### config.mk
export PLATFORM = sky130hd
export DESIGN_NAME = k_add_scheduler
export DESIGN_NICKNAME = d
export VERILOG_FILES = /design/src/rtl/k_add_scheduler.sv
export SDC_FILE = /design/constraint.sdc
export NUM_CORES = 1
export LEC_CHECK = 0
export ABC_AREA = 1
export CAP_MARGIN = 20
export CORE_MARGIN = 1
export CORE_UTILIZATION = 45
export CTS_CLUSTER_SIZE = 24
export DETAILED_ROUTE_END_ITERATION = 6
export PLACE_DENSITY = 0.82
export SETUP_SLACK_MARGIN = 0.2
export SLEW_MARGIN = 0
export SYNTH_ARGS = -nofsm -noshare
export SYNTH_HDL_FRONTEND = slang
export SYNTH_HIERARCHICAL = 1
export SYNTH_SLANG_ARGS = --single-unit
export TNS_END_PERCENT = 10
### constraint.sdc
create_clock -name clk -period 3.6 [get_ports clk]
set_clock_uncertainty 0.2 [all_clocks]
set_input_delay 0.36 -clock clk [delete_from_list [all_inputs] [get_ports clk]]
set_output_delay 0.36 -clock clk [all_outputs]
set_load 0.05 [all_outputs]
### src/rtl/k_add_scheduler.sv
// Round-robin scheduler sharing one 2-bit digit-serial adder among NUM_REQ requesters.
// Operands are captured at grant and summed LSB digit first; the result returns over valid/ready.

module k_add_cell (
  input  logic [1:0] a,
  input  logic [1:0] b,
  input  logic       cin,
  output logic [1:0] s,
  output logic       cout
);
  assign {cout, s} = {1'b0, a} + {1'b0, b} + {2'b00, cin};
endmodule

module k_add_scheduler #(
  parameter int NUM_REQ = 4,
  parameter int WIDTH   = 16,
  parameter int ID_W    = 2
) (
  input  logic                     clk,
  input  logic                     rst,
  input  logic [NUM_REQ-1:0]       req_valid,
  output logic [NUM_REQ-1:0]       req_ready,
  input  logic [NUM_REQ*WIDTH-1:0] req_a,
  input  logic [NUM_REQ*WIDTH-1:0] req_b,
  output logic                     rsp_valid,
  input  logic                     rsp_ready,
  output logic [WIDTH-1:0]         rsp_sum,
  output logic                     rsp_cout,
  output logic [ID_W-1:0]          rsp_id,
  output logic                     busy
);
  localparam int D     = WIDTH / 2;
  localparam int CNT_W = (D > 1) ? $clog2(D) : 1;
  localparam int PW    = ID_W + 1;

  typedef enum logic [1:0] {IDLE, RUN, RESP} state_t;

  state_t            state_reg, state_next;
  logic [ID_W-1:0]   rr_ptr_reg, id_reg, grant_idx, rr_next;
  logic              grant_found, handshake;
  logic [PW-1:0]     idx_sum, grant_plus;
  logic [CNT_W-1:0]  cnt_reg;
  logic              carry_reg;
  logic [WIDTH-1:0]  a_reg, b_reg, result;
  logic [WIDTH-1:0]  a_arr [NUM_REQ];
  logic [WIDTH-1:0]  b_arr [NUM_REQ];
  logic [1:0]        a_dig [D];
  logic [1:0]        b_dig [D];
  logic [1:0]        result_dig [D];
  logic [1:0]        cell_s;
  logic              cell_cout;

  genvar gi;
  generate
    for (gi = 0; gi < NUM_REQ; gi++) begin : g_unpack
      assign a_arr[gi] = req_a[gi*WIDTH +: WIDTH];
      assign b_arr[gi] = req_b[gi*WIDTH +: WIDTH];
    end
    for (gi = 0; gi < D; gi++) begin : g_digits
      assign a_dig[gi] = a_reg[2*gi +: 2];
      assign b_dig[gi] = b_reg[2*gi +: 2];
      assign result[2*gi +: 2] = result_dig[gi];
      always_ff @(posedge clk) begin
        if (rst)
          result_dig[gi] <= 2'b00;
        else if (state_reg == RUN && cnt_reg == CNT_W'(gi))
          result_dig[gi] <= cell_s;
      end
    end
  endgenerate

  k_add_cell u_cell (
    .a    (a_dig[cnt_reg]),
    .b    (b_dig[cnt_reg]),
    .cin  (carry_reg),
    .s    (cell_s),
    .cout (cell_cout)
  );

  // First valid requester at or above rr_ptr, wrapping modulo NUM_REQ.
  always_comb begin
    grant_found = 1'b0;
    grant_idx   = '0;
    idx_sum     = '0;
    for (int off = 0; off < NUM_REQ; off++) begin
      idx_sum = {1'b0, rr_ptr_reg} + PW'(off);
      if (idx_sum >= PW'(NUM_REQ))
        idx_sum = idx_sum - PW'(NUM_REQ);
      if (!grant_found && req_valid[idx_sum[ID_W-1:0]]) begin
        grant_found = 1'b1;
        grant_idx   = idx_sum[ID_W-1:0];
      end
    end
  end

  assign handshake  = (state_reg == IDLE) && grant_found && !rst;
  assign grant_plus = {1'b0, grant_idx} + PW'(1);
  assign rr_next    = (grant_plus == PW'(NUM_REQ)) ? '0 : grant_plus[ID_W-1:0];

  always_ff @(posedge clk) begin
    if (rst)
      state_reg <= IDLE;
    else
      state_reg <= state_next;
  end

  always_comb begin
    state_next = state_reg;
    case (state_reg)
      IDLE:    if (grant_found) state_next = RUN;
      RUN:     if (cnt_reg == CNT_W'(D-1)) state_next = RESP;
      RESP:    if (rsp_ready) state_next = IDLE;
      default: state_next = IDLE;
    endcase
  end

  always_ff @(posedge clk) begin
    if (rst) begin
      rr_ptr_reg <= '0;
      id_reg     <= '0;
      cnt_reg    <= '0;
      carry_reg  <= 1'b0;
      a_reg      <= '0;
      b_reg      <= '0;
    end else if (handshake) begin
      a_reg      <= a_arr[grant_idx];
      b_reg      <= b_arr[grant_idx];
      id_reg     <= grant_idx;
      cnt_reg    <= '0;
      carry_reg  <= 1'b0;
      rr_ptr_reg <= rr_next;
    end else if (state_reg == RUN) begin
      carry_reg  <= cell_cout;
      cnt_reg    <= cnt_reg + CNT_W'(1);
    end
  end

  // Response fields read as zero outside RESP so nothing stale leaks out.
  always_comb begin
    req_ready = '0;
    rsp_valid = 1'b0;
    rsp_sum   = '0;
    rsp_cout  = 1'b0;
    rsp_id    = '0;
    busy      = (state_reg != IDLE);
    if (state_reg == IDLE && grant_found && !rst)
      req_ready[grant_idx] = 1'b1;
    if (state_reg == RESP) begin
      rsp_valid = 1'b1;
      rsp_sum   = result;
      rsp_cout  = carry_reg;
      rsp_id    = id_reg;
    end
  end

endmodule

Yosys cells after proc, flatten, opt, wreduce, memory -nomap -nowiden
Memories as Yosys holds them, arrays and structs flattened. Index checks and enable logic that the tools add are counted.

Bits in registers: 42. RAM bits: 16. Input port bits: 135. Output and inout bits: 25. Memories kept: 1.

$add $sub $neg: 11. Order comparisons: 12. Equality and inequality tests: 13. Multiplexer cells: 78. Bitwise gates (word level): 10. Reduce and logical (&&, ||, !) cells: 23.

Memory list: result_dig (words 8, width 2, read ports 8, clocked after memory_dff 0, wr ports 8, line 49) `logic [1:0] result_dig [D];`.

Operator list (number): $mux W16 (5); $bmux W16 S2 (2); $mux W2 (25); $mux W1 (37); $eq A3 B3 Y1 const B (5); $lt A2 B3 Y1 const B (5); $logic_and A1 B1 Y1 (14); $bmux W2 S3 (2); $ge A3 B3 Y1 const B (4); $bmux W1 S2 (4); $or A1 B1 Y1 (8); $sub A2 B1 Y2 const B (4); $add A2 B1 Y3 const B (2); $add A2 B2 Y3 const B (2); $eq A3 B2 Y1 const B (2); $ne A2 B2 Y1 const B (3); $pmux W2 S3 (1); $ge A4 B4 Y1 const B (1); $logic_not A1 Y1 (4); $mux W4 (1); $not A3 Y4 (1); $add A2 B2 Y3 (1); $add A3 B1 Y3 (1); $add A3 B1 Y3 const B (1); other kinds (12) (12).

Logic depth before layout (Yosys ltp)
Gate-level depths: netlist of the first run.

Word-level depth: 19. Depth in mapped cells: 15.

Hierarchy
The synthesis of the first run kept the hierarchy.

Modules (own cells, without submodules): k_add_scheduler (instances 1, cells an instance 654, area an instance 4060.1 um^2, seq. area each 1321.3 um^2); k_add_cell (instances 1, cells an instance 10, area an instance 70.1 um^2, seq. area each 0.0 um^2).

Least setup slack after synthesis of the first run
No wires, ideal clock.

Path type: register -> output. Start: reg state_reg[1]. End: out rsp_id[0]. Data arrival time: 2.426 ns. Path slack: 0.614 ns. Stages on the path, launching flop included: 6. Path buffers: 1. Cell sequence: dfxtp_1 -> inv_1 -> nor2_1 -> clkinv_1 -> clkbuf_1 -> nor2_1.

Word-level cells in the longest chain between the ends: 2.

Ends and longest elaborated chain: start, declared (line 38) `state_t state_reg, state_next;`; start signal, assigned (line 104) `state_reg <= state_next;`; $eq A2 B2 Y1 (line 148) `if (state_reg == RESP) begin`; $mux W2 (line 148); end, declared (line 29) `output logic [ID_W-1:0] rsp_id,`.

No other way between the ends.

==> results of run 1 <==
==> routing by layer <==
metal | wire length [µm] | global-route usage (%) | up-vias | share of wire [%]
li1 | - | - | 2417 | -
met1 | 5000 | 29.34 | 2104 | 41
met2 | 6120 | 45.12 | 196 | 50
met3 | 729 | 5.369 | 24 | 6.0
met4 | 286 | 11.42 | 0 | 2.4
met5 | 0 | 0 | - | 0
==> worst max-delay path by stage <==
stage	depth (start not counted)	from	end	slack [ps]
global placement	10	cnt_reg[1]	result_dig[0][7]	620
global route	10	cnt_reg[1]	result_dig[0][7]	220
detailed placement	10	cnt_reg[1]	result_dig[0][7]	460
finish	10	cnt_reg[1]	result_dig[0][7]	400
CTS	10	cnt_reg[1]	result_dig[0][7]	440
floorplan	5	state_reg[1]	rsp_id[0]	610
==> critical path, stage by stage (launching register included) <==
cell	delay, ps
dfxtp_1	560
clkinv_1	370
nor2_1	190
o21ai_0	120
a31oi_1	190
inv_1	70
fa_1	410
fa_1	490
inv_1	40
inv_1	210
nor4_1	80
==> kinds of logic (layout without fill, tap and decap cells) <==
family / count (synthesis) / count (layout) / share of synthesized area (%)
AOI/OAI and AO/OA: 43 / 43 / 5.695
adders and majority gates: 9 / 9 / 3.090
buffers and inverters: 114 / 252 / 12.87
DFF: 58 / 58 / 31.99
other: 0 / 2 / 0
and+or+nand+nor: 440 / 440 / 46.35
==> layout by cell type (no fill, tap or decap) <==
| cell | instances |
|---|---|
| nand4_1 | 7 |
| ha_1 | 7 |
| clkdlybuf4s50_1 | 155 |
| nor2_2 | 2 |
| clkbuf_1 | 1 |
| buf_12 | 3 |
| a31oi_1 | 4 |
| nand2_1 | 189 |
| clkinvlp_4 | 1 |
| nand3_1 | 162 |
| o21ai_1 | 1 |
| bufinv_16 | 1 |
| diode_2 | 2 |
| nor2_4 | 1 |
| clkinv_2 | 4 |
| inv_1 | 65 |
| nor3_1 | 2 |
| nand3b_1 | 1 |
| clkbuf_8 | 9 |
| nor2_1 | 67 |
| nand3_2 | 1 |
| buf_4 | 8 |
| a21oi_1 | 5 |
| or2_2 | 1 |
| dfxtp_1 | 42 |
| nand2_2 | 5 |
| nor4_1 | 2 |
| edfxtp_1 | 16 |
| o41ai_1 | 1 |
| fa_1 | 2 |
| o31ai_1 | 1 |
| o21ai_0 | 24 |
| o22ai_1 | 7 |
| clkinv_1 | 3 |
| inv_2 | 2 |
==> final cells by class <==
class,count,area [µm²],area share (%)
clock inverter,6,57.56,0.9821
antenna,2,5.005,0.08540
multi-input combinational,492,2280,38.90
timing repair buffer,166,1672,28.52
clock buffer,10,127.6,2.178
tap,108,135.1,2.306
inverter,70,262.8,4.483
sequential,58,1321,22.54
==> power breakdown <==
part | internal (mW) | switching (mW) | leakage, nW
combinational | 0.845 | 1.63 | 2.04
clock | 0.314 | 0.256 | 0.0958
sequential | 0.839 | 0.106 | 0.512
==> stage by stage <==
stage	power (mW)	cell area (µm²)
2_1_floorplan	2.937	4130
3_3_place_gp	3.333	5670
3_5_place_dp	3.403	5670
4_1_cts	3.984	5856
5_1_grt	4.344	5861
6_report	3.993	5861
==> summary.md, run 1 <==
| Metric | Value |
|---|---|
| Final Hold Vio Count | 0 |
| Unrepaired setup endpoints after global routing | false |
| Die Span X | 97.81 µm |
| Yosys Warn Count | 6 |
| Place WS | 455.3 ps |
| Total CTS buffers | 9 |
| Htree depth | 3 |
| Fin crit share | 88.79% |
| PostCTS Resize Cnt | 0 |
| Synth Net Count | 808 |
| Pre-antenna DRT Iters | 7 |
| Layout cells sized above 1 | 4.738% |
| Worst-margin pin slew | 900.3 ps |
| Final Non-Filler Cells | 912 |
| Die area | 0.009566 mm² |
| Leakage power | 2.649 nW |
| Worst VDD drop | 0.6026 mV |
| EDFF count, synth | 16 |
| Slew margin rel. | 39.91% |
| Critical Path Start Type | flop |
| Critical path class | flop to flop |
| First-pass GRT wire length | 19.82 mm |
| Status | complete, but fails checks |
| RR Startpoint | cnt_reg[1] |
| WP data arrival | 3070 ps |
| Nets | 941 |
| Setup Viol. Count Final | 0 |
| Root Driver | clkbuf_8 |
| Hold crit path type | flop to flop |
| Worst reg2reg endpoint | result_dig[0][7] |
| Core box area | 0.008806 mm² |
| Initial antenna violation count | 2 |
| Count leader, synth | nand2_1 |
| Final worst slack | 403.5 ps |
| Crit path required time | 3470 ps |
| CTS clk-pin slew, worst paths | 60 ps |
| Reg2Reg Depth | 10 |
| Setup slack on the worst flop-to-flop path | 400 ps |
| Synth top area cells | dfxtp_1 20%, nand3_1 20%, nand2_1 17% |
| ANT nets after route | 0 |
| Main flop type after synthesis | dfxtp_1 |
| Starting density of the core | 46.90% |
| Final hold slack | 256.6 ps |
| Violated checks | DRC |
| Via-to-Cell Ratio | 5.198 |
| Drt initial violations | 318 |
| Critical path fanouts, max | 12 |
| Layout area overhead | 41.90% |
| PD cells | 681.4 mW/mm² |
| Share of synthesized registers carrying an async set or reset | 0% |
| Gr usage total | 25.40% |
| Avg WL per Cell | 13.31 µm |
| Port bufs | 159 |
| Post-CTS Setup Bufs | 0 |
| Fmax | 0.3128 GHz |
| Vias | 4741 |
| Routed Wire Length | 12.14 mm |
| Post-Route Setup TNS | 0 ps |
| Area share of the largest cell type after synthesis | 20.36% |
| Commonest cells post-synth | 190 x nand2_1, 162 x nand3_1, 67 x nor2_1 |
| Grt total ovfl | 0 |
| Mapped Cells | 664 |
| TritonCTS sink count | 58 |
| Final core utilization | 66.55% |
| Seq/Total Area, Yosys | 31.99% |
| Yosys reg bits | 58 |
| CTS tree | done |
| IO Count | 160 |
| Critical Path Sink Type | flop |
| Fill cells | 767 |
| Clock insertion delay at the later pin of the skew report | 340 ps |
| Synth cell types | 31 |
| Fin. max-slew vios | 0 |
| Vias in the first global route | 4403 |
| Post-Place Cells | 894 |
| Area leader, netlist | dfxtp_1 |
| Clk buf depth | 2 |
| HP Start | b_reg[10] |
| FP Rows | 34 |
| Hold Path Sink | b_reg[10] |
| Drt drc | 16 |
| CTS Hold Bufs | 0 |
| Syn Std Cell Area | 0.004130 mm² |
| Max-cap violation count | 0 |
| Largest net degree at the start of global routing | 65 |
| Post-DP HPWL | 9.113 mm |
| Post-Syn Area per Cell | 6.220 µm² |
| Min Clock Period, post-route | 3196 ps |
| Worst hold stages | 2 |
| GPL Wtd Cong | 0.8956 |
| Die height | 97.81 µm |
(Power assumes the default switching activity.)
==> run 2, diff against run 1 <==
- CTS_CLUSTER_DIAMETER: not set -> 100
==> results of run 2 <==
No change in the layout: final DEF, timing and power equal those of run 1.
==> run 3, diff against run 2 <==
- HOLD_SLACK_MARGIN: not set -> 0.03
==> results of run 3 <==
No change in the layout: final DEF, timing and power equal those of run 1.
